$ cat config.mk
export PLATFORM = sky130hd
export DESIGN_NAME = sc_matrix_row_scanner
export DESIGN_NICKNAME = d
export VERILOG_FILES = /design/src/rtl/frog_display_pkg.sv /design/src/rtl/sc_tick_prescaler.sv /design/src/rtl/sc_matrix_row_scanner.sv
export SDC_FILE = /design/constraint.sdc
export NUM_CORES = 1
export LEC_CHECK = 0
export CAP_MARGIN = 20
export CORE_MARGIN = 1.5
export CORE_UTILIZATION = 42
export CTS_CLUSTER_DIAMETER = 30
export DETAILED_ROUTE_END_ITERATION = 16
export PLACE_DENSITY = 0.82
export RECOVER_POWER = 100
export REMOVE_ABC_BUFFERS = 1
export SYNTH_ARGS = -nofsm -noshare
export SYNTH_HDL_FRONTEND = slang
export SYNTH_SLANG_ARGS = --single-unit
$ cat constraint.sdc
create_clock -name MATRIX_SCAN_CLOCK_50 -period 2.3 [get_ports MATRIX_SCAN_CLOCK_50]
set_clock_uncertainty 0.1 [all_clocks]
set_input_delay 0.23 -clock MATRIX_SCAN_CLOCK_50 [delete_from_list [all_inputs] [get_ports MATRIX_SCAN_CLOCK_50]]
set_output_delay 0.23 -clock MATRIX_SCAN_CLOCK_50 [all_outputs]
set_load 0.03 [all_outputs]
$ cat src/rtl/frog_display_pkg.sv
// Shared constants and types for the frog display path.
//   MATRIX_ROWS / DATAWIDTH_BUS : matrix geometry (8 rows x 8 columns)
//   SCAN_DIV_DEF / DIV_WIDTH_DEF: default row-slot length in clocks and counter width
//   BLINK_FRAMES_DEF            : default frames per blink half-period
//   blink_phase_e               : frog layer visible (ON) or suppressed (OFF)
//   scan_out_t                  : registered row-select / column-drive pair
package frog_display_pkg;

    localparam int unsigned MATRIX_ROWS      = 8;
    localparam int unsigned DATAWIDTH_BUS    = 8;
    localparam int unsigned ROW_PTR_W        = 3;
    localparam int unsigned SCAN_DIV_DEF     = 6250;
    localparam int unsigned DIV_WIDTH_DEF    = 13;
    localparam int unsigned BLINK_FRAMES_DEF = 250;

    typedef enum logic {
        BLINK_OFF = 1'b0,
        BLINK_ON  = 1'b1
    } blink_phase_e;

    typedef logic [DATAWIDTH_BUS-1:0] row_bus_t;

    typedef struct packed {
        row_bus_t row;   // one-hot row select, active-high
        row_bus_t col;   // column drive, active-low
    } scan_out_t;

    // One-hot select for row pointer r.
    function automatic row_bus_t row_onehot(input logic [ROW_PTR_W-1:0] r);
        return row_bus_t'(1) << r;
    endfunction

endpackage

$ cat src/rtl/sc_tick_prescaler.sv
// Free-running clock divider producing one tick per DIV enabled clocks.
//   clk, rst_n : clock, asynchronous active-low reset
//   en_i       : 1 = count, 0 = hold current count (no tick)
//   tick_c_o   : combinational, high during the last count of each period
module sc_tick_prescaler #(
    parameter int unsigned DIV   = 6250,
    parameter int unsigned CNT_W = 13
) (
    input  logic clk,
    input  logic rst_n,
    input  logic en_i,
    output logic tick_c_o
);

    logic [CNT_W-1:0] count_q;
    logic [CNT_W-1:0] count_d;

    // Count state register.
    always_ff @(posedge clk or negedge rst_n) begin
        if (!rst_n) begin
            count_q <= '0;
        end else begin
            count_q <= count_d;
        end
    end

    // Wrap at DIV-1; a held count resumes where it stopped.
    always_comb begin
        count_d  = count_q;
        tick_c_o = 1'b0;
        if (en_i) begin
            tick_c_o = (count_q == CNT_W'(DIV - 1));
            count_d  = tick_c_o ? '0 : count_q + CNT_W'(1);
        end
    end

endmodule

$ cat src/rtl/sc_matrix_row_scanner.sv
// Merges the frog and background layers and scans them one row at a time onto an 8x8 LED matrix.
//   MATRIX_SCAN_CLOCK_50 / MATRIX_SCAN_RESET_InLow : clock, asynchronous active-low reset
//   MATRIX_SCAN_ENABLE           : 1 = scan, 0 = blank outputs and freeze all scan state
//   MATRIX_SCAN_FROG_n_IN        : frog layer row n, bit c = column c lit (blinks)
//   MATRIX_SCAN_BG_n_IN          : background layer row n (always shown)
//   MATRIX_SCAN_ROW_OUT          : one-hot row select, 8'h00 when blanked
//   MATRIX_SCAN_COL_OUT          : active-low column drive, 8'hFF when blanked
//   MATRIX_SCAN_FRAME_START      : 1-cycle pulse after the last row of a frame is loaded
//   MATRIX_SCAN_HIT              : with FRAME_START, set if any frog/background overlap in that frame
module sc_matrix_row_scanner
    import frog_display_pkg::*;
#(
    parameter int unsigned SCAN_DIV     = SCAN_DIV_DEF,
    parameter int unsigned DIV_WIDTH    = DIV_WIDTH_DEF,
    parameter int unsigned BLINK_FRAMES = BLINK_FRAMES_DEF
) (
    input  logic                     MATRIX_SCAN_CLOCK_50,
    input  logic                     MATRIX_SCAN_RESET_InLow,
    input  logic                     MATRIX_SCAN_ENABLE,
    input  logic [DATAWIDTH_BUS-1:0] MATRIX_SCAN_FROG_0_IN,
    input  logic [DATAWIDTH_BUS-1:0] MATRIX_SCAN_FROG_1_IN,
    input  logic [DATAWIDTH_BUS-1:0] MATRIX_SCAN_FROG_2_IN,
    input  logic [DATAWIDTH_BUS-1:0] MATRIX_SCAN_FROG_3_IN,
    input  logic [DATAWIDTH_BUS-1:0] MATRIX_SCAN_FROG_4_IN,
    input  logic [DATAWIDTH_BUS-1:0] MATRIX_SCAN_FROG_5_IN,
    input  logic [DATAWIDTH_BUS-1:0] MATRIX_SCAN_FROG_6_IN,
    input  logic [DATAWIDTH_BUS-1:0] MATRIX_SCAN_FROG_7_IN,
    input  logic [DATAWIDTH_BUS-1:0] MATRIX_SCAN_BG_0_IN,
    input  logic [DATAWIDTH_BUS-1:0] MATRIX_SCAN_BG_1_IN,
    input  logic [DATAWIDTH_BUS-1:0] MATRIX_SCAN_BG_2_IN,
    input  logic [DATAWIDTH_BUS-1:0] MATRIX_SCAN_BG_3_IN,
    input  logic [DATAWIDTH_BUS-1:0] MATRIX_SCAN_BG_4_IN,
    input  logic [DATAWIDTH_BUS-1:0] MATRIX_SCAN_BG_5_IN,
    input  logic [DATAWIDTH_BUS-1:0] MATRIX_SCAN_BG_6_IN,
    input  logic [DATAWIDTH_BUS-1:0] MATRIX_SCAN_BG_7_IN,
    output logic [DATAWIDTH_BUS-1:0] MATRIX_SCAN_ROW_OUT,
    output logic [DATAWIDTH_BUS-1:0] MATRIX_SCAN_COL_OUT,
    output logic                     MATRIX_SCAN_FRAME_START,
    output logic                     MATRIX_SCAN_HIT
);

    localparam int unsigned FCNT_W = (BLINK_FRAMES > 1) ? $clog2(BLINK_FRAMES) : 1;
    localparam logic [ROW_PTR_W-1:0] LAST_ROW = ROW_PTR_W'(MATRIX_ROWS - 1);

    logic clk;
    logic rst_n;
    logic en;
    logic tick_c;

    assign clk   = MATRIX_SCAN_CLOCK_50;
    assign rst_n = MATRIX_SCAN_RESET_InLow;
    assign en    = MATRIX_SCAN_ENABLE;

    row_bus_t frog_rows [MATRIX_ROWS];
    row_bus_t bg_rows   [MATRIX_ROWS];

    assign frog_rows = '{MATRIX_SCAN_FROG_0_IN, MATRIX_SCAN_FROG_1_IN,
                         MATRIX_SCAN_FROG_2_IN, MATRIX_SCAN_FROG_3_IN,
                         MATRIX_SCAN_FROG_4_IN, MATRIX_SCAN_FROG_5_IN,
                         MATRIX_SCAN_FROG_6_IN, MATRIX_SCAN_FROG_7_IN};
    assign bg_rows   = '{MATRIX_SCAN_BG_0_IN, MATRIX_SCAN_BG_1_IN,
                         MATRIX_SCAN_BG_2_IN, MATRIX_SCAN_BG_3_IN,
                         MATRIX_SCAN_BG_4_IN, MATRIX_SCAN_BG_5_IN,
                         MATRIX_SCAN_BG_6_IN, MATRIX_SCAN_BG_7_IN};

    // Row-slot timing.
    sc_tick_prescaler #(
        .DIV   (SCAN_DIV),
        .CNT_W (DIV_WIDTH)
    ) u_prescaler (
        .clk      (clk),
        .rst_n    (rst_n),
        .en_i     (en),
        .tick_c_o (tick_c)
    );

    logic [ROW_PTR_W-1:0] r_q,     r_d;
    logic [FCNT_W-1:0]    fcnt_q,  fcnt_d;
    blink_phase_e         phase_q, phase_d;
    logic                 acc_q,   acc_d;
    scan_out_t            out_q,   out_d;
    logic                 fs_q,    fs_d;
    logic                 hit_q,   hit_d;

    row_bus_t frog_sel;
    row_bus_t bg_sel;
    row_bus_t pix;
    logic     ov;

    // Scan state and output registers.
    always_ff @(posedge clk or negedge rst_n) begin
        if (!rst_n) begin
            r_q     <= '0;
            fcnt_q  <= '0;
            phase_q <= BLINK_ON;
            acc_q   <= 1'b0;
            out_q   <= '{row: '0, col: '1};
            fs_q    <= 1'b0;
            hit_q   <= 1'b0;
        end else begin
            r_q     <= r_d;
            fcnt_q  <= fcnt_d;
            phase_q <= phase_d;
            acc_q   <= acc_d;
            out_q   <= out_d;
            fs_q    <= fs_d;
            hit_q   <= hit_d;
        end
    end

    // Row merge, blink, overlap accumulation and next-output selection.
    always_comb begin
        r_d      = r_q;
        fcnt_d   = fcnt_q;
        phase_d  = phase_q;
        acc_d    = acc_q;
        out_d    = out_q;
        fs_d     = 1'b0;
        hit_d    = 1'b0;
        frog_sel = frog_rows[r_q];
        bg_sel   = bg_rows[r_q];
        // Frog pixels suppressed in the OFF phase; overlap ignores the phase.
        pix      = bg_sel | (frog_sel & {DATAWIDTH_BUS{phase_q == BLINK_ON}});
        ov       = |(frog_sel & bg_sel);

        if (!en) begin
            out_d.row = '0;
            out_d.col = '1;
        end else if (tick_c) begin
            out_d.row = row_onehot(r_q);
            out_d.col = ~pix;
            r_d       = r_q + ROW_PTR_W'(1);
            if (r_q == LAST_ROW) begin
                fs_d  = 1'b1;
                hit_d = acc_q | ov;
                acc_d = 1'b0;
                // Phase change lands on the frame boundary, so the next frame starts in the new phase.
                if (fcnt_q == FCNT_W'(BLINK_FRAMES - 1)) begin
                    fcnt_d  = '0;
                    phase_d = (phase_q == BLINK_ON) ? BLINK_OFF : BLINK_ON;
                end else begin
                    fcnt_d = fcnt_q + FCNT_W'(1);
                end
            end else begin
                acc_d = acc_q | ov;
            end
        end
    end

    assign MATRIX_SCAN_ROW_OUT     = out_q.row;
    assign MATRIX_SCAN_COL_OUT     = out_q.col;
    assign MATRIX_SCAN_FRAME_START = fs_q;
    assign MATRIX_SCAN_HIT         = hit_q;

endmodule

==> run_results.csv <==
group,metric,value,unit
status,status,"finished, final reports clean",
setup_path,worstSetupPathType,"reg2reg",
logic_synthesis,ys_top_cells_by_count,"dfrtp_1, mux4_2, nand2_1, nor2_1",
floorplan,start_util,43.0,%
clock_tree,post_cts_resized,0,
logic_synthesis,synthArstFlopShare,100,%
cells_and_area,n_antenna_cell,0,
logic_synthesis,synth_mux_area_share,27.5,%
timing,finalSetupViolCount,0,
floorplan,coreArea,7210,um2
clock_tree,cts_tree,"built",
cells_and_area,design_area,4850,um2
floorplan,rows,31,
setup_path,crit_fanout,20,
clock_tree,clock_latency,300,ps
placement,placed_cell_area,4740,um2
pwr,internal_power,0.00145,W
logic_synthesis,synth_edf_count,0,
detailed_routing,via_count,2896,
pwr,p_comb_share,23.8,%
logic_synthesis,synthesis.area,3100,um2
timing,finalMaxSlewViolations,0,
setup_path,arrival,2260,ps
floorplan,dieHeight,89.0,um
logic_synthesis,synth_top_area_share,28.2,%
placement,port_buffers,148,
flow_run,drv_cap,0,
cells_and_area,fillers,560,
logic_synthesis,yosysSeqAreaShare,35.8,%
grt,grt_pass1_wl,13500,um
pwr,seqPwrFrac,45.4,%
logic_synthesis,ys_warn_count,0,
timing,period_share,94.1,%
setup_path,required,2390,ps
clock_tree,cts_root_buffer,"clkbuf_8",
pwr,ir_drop,0.219,mV
grt,grt_pass1_vias,2887,
clock_tree,cts_buffers,5,
detailed_routing,via_per_inst,5.43,
logic_synthesis,syn_area_per_cell,11.2,um2
cells_and_area,final_cells,533,
cells_and_area,register_area,1110,um2
logic_synthesis,yosysMostFrequentCell,"dfrtp_1",
pwr,p_clk_share,30.8,%
cells_and_area,area_growth,56.3,%
floorplan,die_w,89.0,um
timing,timing.final.crit_period,2160,ps
timing,fmaxAchievable,462,MHz
clock_tree,clk_pin_slew,80,ps
logic_synthesis,synth_compound_area_share,11.8,%
timing,hold_viol,0,
cells_and_area,nNetsFinal,574,
detailed_routing,drt_first_iter_violations,122,
timing,slew_headroom,33.9,%
logic_synthesis,syn_inst,277,
detailed_routing,drc,0,
grt,grt.overflow.total,0,
timing,hold_slack,389,ps
logic_synthesis,synth_top_family_by_area,"multiplexers",
clock_tree,clock-sinks,44,
logic_synthesis,synth_fa_ha_area_share,4.03,%
pwr,p_sw,0.000458,W
timing,tightest_slew,991,ps
cells_and_area,multi_input_area,1840,um2
grt,grt_max_degree,42,
detailed_routing,wire_per_inst,16.2,um
clock_tree,clk_path_buf_depth,2,
grt,antenna_found_initial,0,
clock_tree,htreeDepth,2,
logic_synthesis,yosysTopAreaCell,"dfrtp_1",
placement,place_inst,523,
logic_synthesis,ys_seq_elements,44,
setup_path,end_kind,"flop",
setup_path,startpoint_type,"flop",
placement,gp_congestion,0.846,
cells_and_area,fin_util,67.3,%
detailed_routing,wirelength,8640,um
placement,dp_hpwl,7070,um
cells_and_area,drive_gt1_share,14.1,%
min_path,hp-class,"reg2reg",
logic_synthesis,synth_cell_types,39,
detailed_routing,drt_first_pass_iters,4,
timing,rsz0062_at_grt,"false",
detailed_routing,postRouteAntennaNets,0,
floorplan,die_area,7920,um2
pwr,power_density,394,nW/um2
timing,tns,0,ps
pwr,p_leak,1.97,nW
logic_synthesis,synth-simple-area-share,12.9,%
grt,track_usage,22.4,%
logic_synthesis,synth_xor_xnor_area_share,3.10,%
logic_synthesis,synth.area.top_cells,"dfrtp_1, mux4_2, dfstp_2",
pwr,swShare,24.0,%
logic_synthesis,ys.flop_type,"dfrtp_1",
floorplan,io_pins,149,
final timing paths:
path	from	slack, ps	cells after the start	to
min in group asynchronous	MATRIX_SCAN_RESET_InLow	520	2	u_prescaler.count_q[8]
hold reg to reg	MATRIX_SCAN_COL_OUT[6]	390	2	MATRIX_SCAN_COL_OUT[6]
setup reg to reg	r_q[0]	140	7	acc_q
hold / removal	MATRIX_SCAN_COL_OUT[6]	390	2	MATRIX_SCAN_COL_OUT[6]
max in group asynchronous	MATRIX_SCAN_RESET_InLow	840	3	MATRIX_SCAN_COL_OUT[3]
setup / recovery	r_q[0]	140	7	acc_q
cells in the final DEF, fill, tap and decap left out, types with 5 or more instances in the layout:
cell and n:
xnor2_1 9, ha_1 10, mux4_2 23, o21ai_1 9, and3_1 8, mux2i_1 10
clkbuf_8 5, mux4_1 9, dlygate4sd3_1 20, o21ai_0 11, a211oi_1 8, nand2_1 22
dfrtp_1 35, clkdlybuf4s50_1 128, nor2_1 22, inv_1 8, dfstp_2 9, nand3_1 18
a21oi_1 18, buf_4 11
power by group through the flow:
stage	clock network (W)	logic [W]	registers, W
detailed placement	0	0.000457	0.000883
finish	0.000589	0.000455	0.000869
global route	0.000639	0.000488	0.000877
floorplan	0	0.000172	0.000877
global placement	0	0.000443	0.000881
CTS	0.000597	0.000460	0.000869
cell families (layout without fill, tap and decap cells):
family / count (synthesis) / in the layout
AND/OR/NAND/NOR: 82 / 82
XOR/XNOR: 11 / 11
flip-flops: 44 / 44
adder cells (fa/ha/maj): 10 / 10
multiplexers: 42 / 42
AO/OA/AOI/OAI: 61 / 61
buffers and inverters: 27 / 184
cell type report:
type | instances | share of cell area [%]
clock buffers | 5 | 1.42
repair buffers | 166 | 33.5
clock inverters | 3 | 0.877
flip-flops and latches | 44 | 22.9
multi-input cells | 206 | 37.9
inverters | 10 | 0.773
well taps | 99 | 2.55
critical path, stage by stage, from the launching register on:
cell	delay, ps
dfrtp_1	400
buf_12	200
buf_4	190
mux4_2	490
mux2i_1	190
o221ai_1	150
a211oi_2	250
nor2_1	70
repair_timing:
| item | 4_1_cts | 5_1_grt |
|---|---|---|
| hold endpoints to repair | 35 | 0 |
| setup endpoints to repair | 0 | 2 |
| setup buffers | 0 | 1 |
| hold buffers | 1 | 0 |
routing by layer:
metal	global-route usage (%)	up-vias	part of all wire, %
li1	-	1379	-
met1	26.0	1399	40
met2	41.9	102	54
met3	4.25	16	4.7
met4	6.57	0	1.8
met5	0	-	0
stage by stage:
step           setup WS [ps]  power, W
2_1_floorplan           -294   0.00105
3_3_place_gp             149   0.00132
5_1_grt                 9.72   0.00200
4_1_cts                 80.1   0.00193
3_5_place_dp             106   0.00134
6_report                 136   0.00191
sequential cells by signal, indices dropped and copies added, names as in the netlist, 3 cells and up:
register	flops
u_prescaler.count_q	13
r_q	3
MATRIX_SCAN_COL_OUT	8
fcnt_q	8
MATRIX_SCAN_ROW_OUT	8
Note: power is estimated with default switching activity, not from simulation.
